<file path="src/rtl/result_display.sv">
// Captures a 5-bit adder/subtractor result, converts it to sign plus two decimal
// digits and scans it onto a 4-digit active-low seven-segment display.
// Optional build macro: LEADING_ZERO_BLANK_EN (blank the tens digit when it is zero).
module result_display #(
  parameter int REFRESH_DIV = 100000
) (
  input  logic       clk,
  input  logic       reset,
  input  logic       load,
  input  logic [4:0] result,
  input  logic       mode,
  output logic [6:0] seg,
  output logic [3:0] an,
  output logic       dp
);

  localparam int PW = $clog2(REFRESH_DIV);
  localparam logic [PW-1:0] PRESC_MAX = PW'(REFRESH_DIV - 1);

  // Internal digit codes: 0..9 are numerals, the rest are symbols.
  localparam logic [3:0] CODE_MINUS = 4'd10;
  localparam logic [3:0] CODE_BLANK = 4'd15;

  logic [4:0]    held_val_r;
  logic          held_mode_r;
  logic          neg_r;
  logic [1:0]    tens_r;
  logic [3:0]    ones_r;
  logic [PW-1:0] presc_r;
  logic [1:0]    idx_r;
  logic [6:0]    seg_r;
  logic [3:0]    an_r;

  logic          neg_s;
  logic [4:0]    mag_s;
  logic [4:0]    tens_sub_s;
  logic [1:0]    tens_s;
  logic [3:0]    ones_s;
  logic [PW-1:0] presc_next_s;
  logic [1:0]    idx_next_s;
  logic [3:0]    digit_s;

  function automatic logic [6:0] seg_encode(input logic [3:0] code);
    logic [6:0] pattern;
    case (code)
      4'd0:       pattern = 7'b1000000;
      4'd1:       pattern = 7'b1111001;
      4'd2:       pattern = 7'b0100100;
      4'd3:       pattern = 7'b0110000;
      4'd4:       pattern = 7'b0011001;
      4'd5:       pattern = 7'b0010010;
      4'd6:       pattern = 7'b0000010;
      4'd7:       pattern = 7'b1111000;
      4'd8:       pattern = 7'b0000000;
      4'd9:       pattern = 7'b0010000;
      CODE_MINUS: pattern = 7'b0111111;
      default:    pattern = 7'b1111111;
    endcase
    return pattern;
  endfunction

  // Capture register: reset takes priority over a coincident load.
  always_ff @(posedge clk) begin
    if (reset) begin
      held_val_r  <= 5'd0;
      held_mode_r <= 1'b0;
    end else if (load) begin
      held_val_r  <= result;
      held_mode_r <= mode;
    end else begin
      held_val_r  <= held_val_r;
      held_mode_r <= held_mode_r;
    end
  end

  // Sign/magnitude and decimal split; magnitude never exceeds 31.
  always_comb begin
    neg_s = held_mode_r & held_val_r[4];
    if (neg_s) begin
      mag_s = 5'd0 - held_val_r;
    end else begin
      mag_s = held_val_r;
    end
    if (mag_s >= 5'd30) begin
      tens_s     = 2'd3;
      tens_sub_s = 5'd30;
    end else if (mag_s >= 5'd20) begin
      tens_s     = 2'd2;
      tens_sub_s = 5'd20;
    end else if (mag_s >= 5'd10) begin
      tens_s     = 2'd1;
      tens_sub_s = 5'd10;
    end else begin
      tens_s     = 2'd0;
      tens_sub_s = 5'd0;
    end
    ones_s = 4'(mag_s - tens_sub_s);
  end

  // Converted value register.
  always_ff @(posedge clk) begin
    if (reset) begin
      neg_r  <= 1'b0;
      tens_r <= 2'd0;
      ones_r <= 4'd0;
    end else begin
      neg_r  <= neg_s;
      tens_r <= tens_s;
      ones_r <= ones_s;
    end
  end

  // Prescaler and digit index advance.
  always_comb begin
    if (presc_r == PRESC_MAX) begin
      presc_next_s = {PW{1'b0}};
      idx_next_s   = idx_r + 2'd1;
    end else begin
      presc_next_s = presc_r + PW'(1);
      idx_next_s   = idx_r;
    end
  end

  // Digit selected for the upcoming cycle, so seg and an switch together.
  always_comb begin
    digit_s = CODE_BLANK;
    case (idx_next_s)
      2'd0: digit_s = ones_r;
      2'd1: begin
`ifdef LEADING_ZERO_BLANK_EN
        if (tens_r == 2'd0) begin
          digit_s = CODE_BLANK;
        end else begin
          digit_s = {2'b00, tens_r};
        end
`else
        digit_s = {2'b00, tens_r};
`endif
      end
      2'd2: digit_s = CODE_BLANK;
      2'd3: begin
        if (neg_r) begin
          digit_s = CODE_MINUS;
        end else begin
          digit_s = CODE_BLANK;
        end
      end
      default: digit_s = CODE_BLANK;
    endcase
  end

  // Scan state and registered display outputs.
  always_ff @(posedge clk) begin
    if (reset) begin
      presc_r <= {PW{1'b0}};
      idx_r   <= 2'd0;
      an_r    <= 4'b1110;
      seg_r   <= 7'b1000000;
    end else begin
      presc_r <= presc_next_s;
      idx_r   <= idx_next_s;
      an_r    <= ~(4'b0001 << idx_next_s);
      seg_r   <= seg_encode(digit_s);
    end
  end

  assign seg = seg_r;
  assign an  = an_r;
  assign dp  = 1'b1;

endmodule

</file>
<file path="config.mk">
export PLATFORM = sky130hd
export DESIGN_NAME = result_display
export DESIGN_NICKNAME = d
export VERILOG_FILES = /design/src/rtl/result_display.sv
export SDC_FILE = /design/constraint.sdc
export NUM_CORES = 1
export LEC_CHECK = 0
export CAP_MARGIN = 20
export CORE_UTILIZATION = 56
export DETAILED_ROUTE_END_ITERATION = 8
export GPL_ROUTABILITY_DRIVEN = 0
export PLACE_DENSITY = 0.77
export SYNTH_ARGS = -nofsm -noshare
export SYNTH_HDL_FRONTEND = slang
export SYNTH_SLANG_ARGS = --single-unit
</file>
<file path="constraint.sdc">
create_clock -name clk -period 3.9 [get_ports clk]
set_input_delay 0.39 -clock clk [delete_from_list [all_inputs] [get_ports clk]]
set_output_delay 0.39 -clock clk [all_outputs]
set_load 0.005 [all_outputs]
</file>
==> metrics <==
Sw Pwr=226 µW; Crit path max-delay family=simple AND/OR/NAND/NOR gates; starting density of the core=0.593; sw frac=0.238; WP data required=4080 ps; Final setup viols=0; Final TNS setup=0 ps; status=complete, no violations; top-area cell type share of the netlist area=0.391; Area contributors post-synth=dfxtp_1 (39%), nor2_1 (7.2%), xor2_1 (5.2%), mux2i_1 (5.0%), ha_1 (4.5%); core box area=3720 µm²; worst min-delay path class=register to register; Setup crit end kind=register; Root Driver=clkbuf_8; Die X=64.7 µm; final clock skew=6.11 ps; Syn Inst Count=259; Worst-path clk slew=80 ps; largest family of logic cells by synthesized area=simple AND/OR/NAND/NOR gates; ANT nets after route=0; top cells by count, synth=dfxtp_1 (43), nor2_1 (42), nand2_1 (15); Yosys cell types=44; slowest CP cell=or4_1; Worst Setup Path Type=register to register; Post-Place Setup Slack=664 ps; # Post-CTS Setup Buffers=0; post_cts resized=0; fin crit period=3290 ps; TritonCTS Buffers=5; largest net degree at the start of global routing=27; first-pass GRT wire length=7.01 mm; register area share after synthesis=0.391; CTS Buffer Depth=2; clock sink count=43; Initial DRT Pass Iterations=4; Die Footprint=4190 µm²; placed cell areas=2410 µm²; IO Port Bufs=19; Max Fanout on Critical Path=10; maximum vdd ir drop=0.000226 V; Fin. Hold Viols=0; dominant cell type by area after synthesis=dfxtp_1; DRC Markers=0; Avg Inst Size Synth=8.50 µm²; H-tree Lvls=2; number of synthesized flops with an enable pin=0; Yosys reg bits=43; initial antenna violation count=0; synth warn=0; mux share of post-synthesis cell area=0.0722; diode count=0; CTS Hold Bufs=0; Clock Latency Late Sink=290 ps; Post-Synth Adder-Cell Area=0.0455; Routed wire per std cell=12.7 µm; peak per-stage delay on the critical path=750 ps; max_cap viols=0; Power, Total=951 µW; Leak Pwr=0.996 nW; setup ws final=606 ps; Buf/Inv on CP=0; vias per inst=5.49; Detailed Route WL=4.12 mm; clock power share=0.377; post-synthesis simple-gate area fraction=0.256; Comb power frac=0.124; via count=1,778; share of layout cells above drive strength 1=0.0652; row cnt=22; CP cell instances=ha_1 -> nand4_1 -> or4_1 -> mux2_4 -> o22ai_1 -> ha_1 -> or3_1 -> a21oi_1 -> a21oi_1; Design Area, Final=2530 µm²; Slew @ Worst Pin=554 ps; I/O pin total=21; RSZ-0062 raised after global routing=false; nets=292; sequential share of power=0.498; Power Density=376 nW/µm²; All-Layer GR Usage=0.218; DR iter-0 viols=143; crit share post-route=0.845; FFs w/ async S/R, synth=0; Main synth FF type=dfxtp_1; gr ovfl total=0; XOR/XNOR Fraction of Synth Area=0.0835; Die Height=64.7 µm; Synth Area in Compound Gates=0.104; Area Overhead vs Synth=14.8%; startpoint types=register; Final Max Tran Viols=0; CTS tree=done; critical path arrival=3470 ps; top-count cell post-synth=dfxtp_1; Cell Area, Synth=2200 µm²; vias in the first global route=1,552; FMAX=304 MHz; syn nets=276; slew margin rel.=0.630; Cell Int Power=725 µW; HPWL after DPL=2.81 mm
[logic make-up after synthesis]
group / after synthesis
xor+xnor: 21
flops: 43
mux: 15
buf+inv: 24
simple gates: 111
compound gates: 36
fa+ha+maj: 8
other cells: 1
[metrics by stage]
stage	util	hold WS, ps	cells
after CTS	0.680	468	324
after global routing	0.680	505	324
final	0.680	466	324
after global placement	0.649	449	316
after detailed placement	0.649	449	316
after floorplan	-	430	259
[layer usage]
| layer | routed length, µm | track usage | share of wire | up-vias |
|---|---|---|---|---|
| li1 | - | - | - | 916 |
| met4 | 61 | 0.0861 | 0.015 | 0 |
| met3 | 154 | 0.0475 | 0.037 | 6 |
| met2 | 1880 | 0.349 | 0.46 | 42 |
| met1 | 2030 | 0.284 | 0.49 | 814 |
| met5 | 0 | 0 | 0 | - |
[area by class of cell]
cell class | instances | area, µm²
clock buffers | 6 | 82.6
clock inverters | 2 | 35.0
fillers | 313 | 1190
inverters | 12 | 45.0
multi-input cells | 192 | 1240
flip-flops and latches | 43 | 861
well taps | 48 | 60.1
repair buffers | 21 | 205
[power by group through the flow]
| stage | combinational (mW) | clock [mW] | sequential (mW) |
|---|---|---|---|
| 2_1_floorplan | 0.0789 | 0 | 0.481 |
| 3_3_place_gp | 0.113 | 0 | 0.484 |
| 3_5_place_dp | 0.116 | 0 | 0.484 |
| 4_1_cts | 0.118 | 0.366 | 0.474 |
| 5_1_grt | 0.132 | 0.382 | 0.476 |
| 6_report | 0.118 | 0.359 | 0.474 |
[sequential cells by signal, indices dropped and copies added (netlist names)]
name and cells:
presc_r 17, seg 7, held_val_r 5, an 4
ones_r 4, idx_r 2, tens_r 2, held_mode_r 1
neg_r 1
[placed cells by master, fill, tap and decap left out, types with 2 or more instances in the layout]
cell type        netlist  final
nor2b_1                4      4
nor2_1                42     42
ha_1                   8      8
mux2_2                 3      3
a211oi_1               2      2
nand4_1                2      2
o22ai_1                3      3
dfxtp_1               43     43
and3_1                 7      7
clkbuf_8               0      6
a21oi_1               13     13
a311oi_1               2      2
nand2b_1               7      7
clkdlybuf4s50_1        0     19
xor2_1                13     13
xnor2_1                8      8
nand3b_1               2      2
mux2i_1               11     11
or3_1                  5      5
inv_1                 12     12
o21ai_0                9      9
nand3_1               13     13
nor3_1                 3      3
or4_1                  2      2
buf_4                  1      2
nand2_1               15     15
[final timing paths]
check,startpoint,end,slack (ps),depth (start not counted)
setup / recovery,presc_r[0]$_SDFF_PP0_,seg[3]$_SDFF_PP0_,610,9
hold reg to reg,presc_r[0]$_SDFF_PP0_,presc_r[0]$_SDFF_PP0_,470,1
hold / removal,presc_r[0]$_SDFF_PP0_,presc_r[0]$_SDFF_PP0_,470,1
setup reg to reg,presc_r[0]$_SDFF_PP0_,seg[3]$_SDFF_PP0_,610,9
Note: power is estimated with default switching activity, not from simulation.
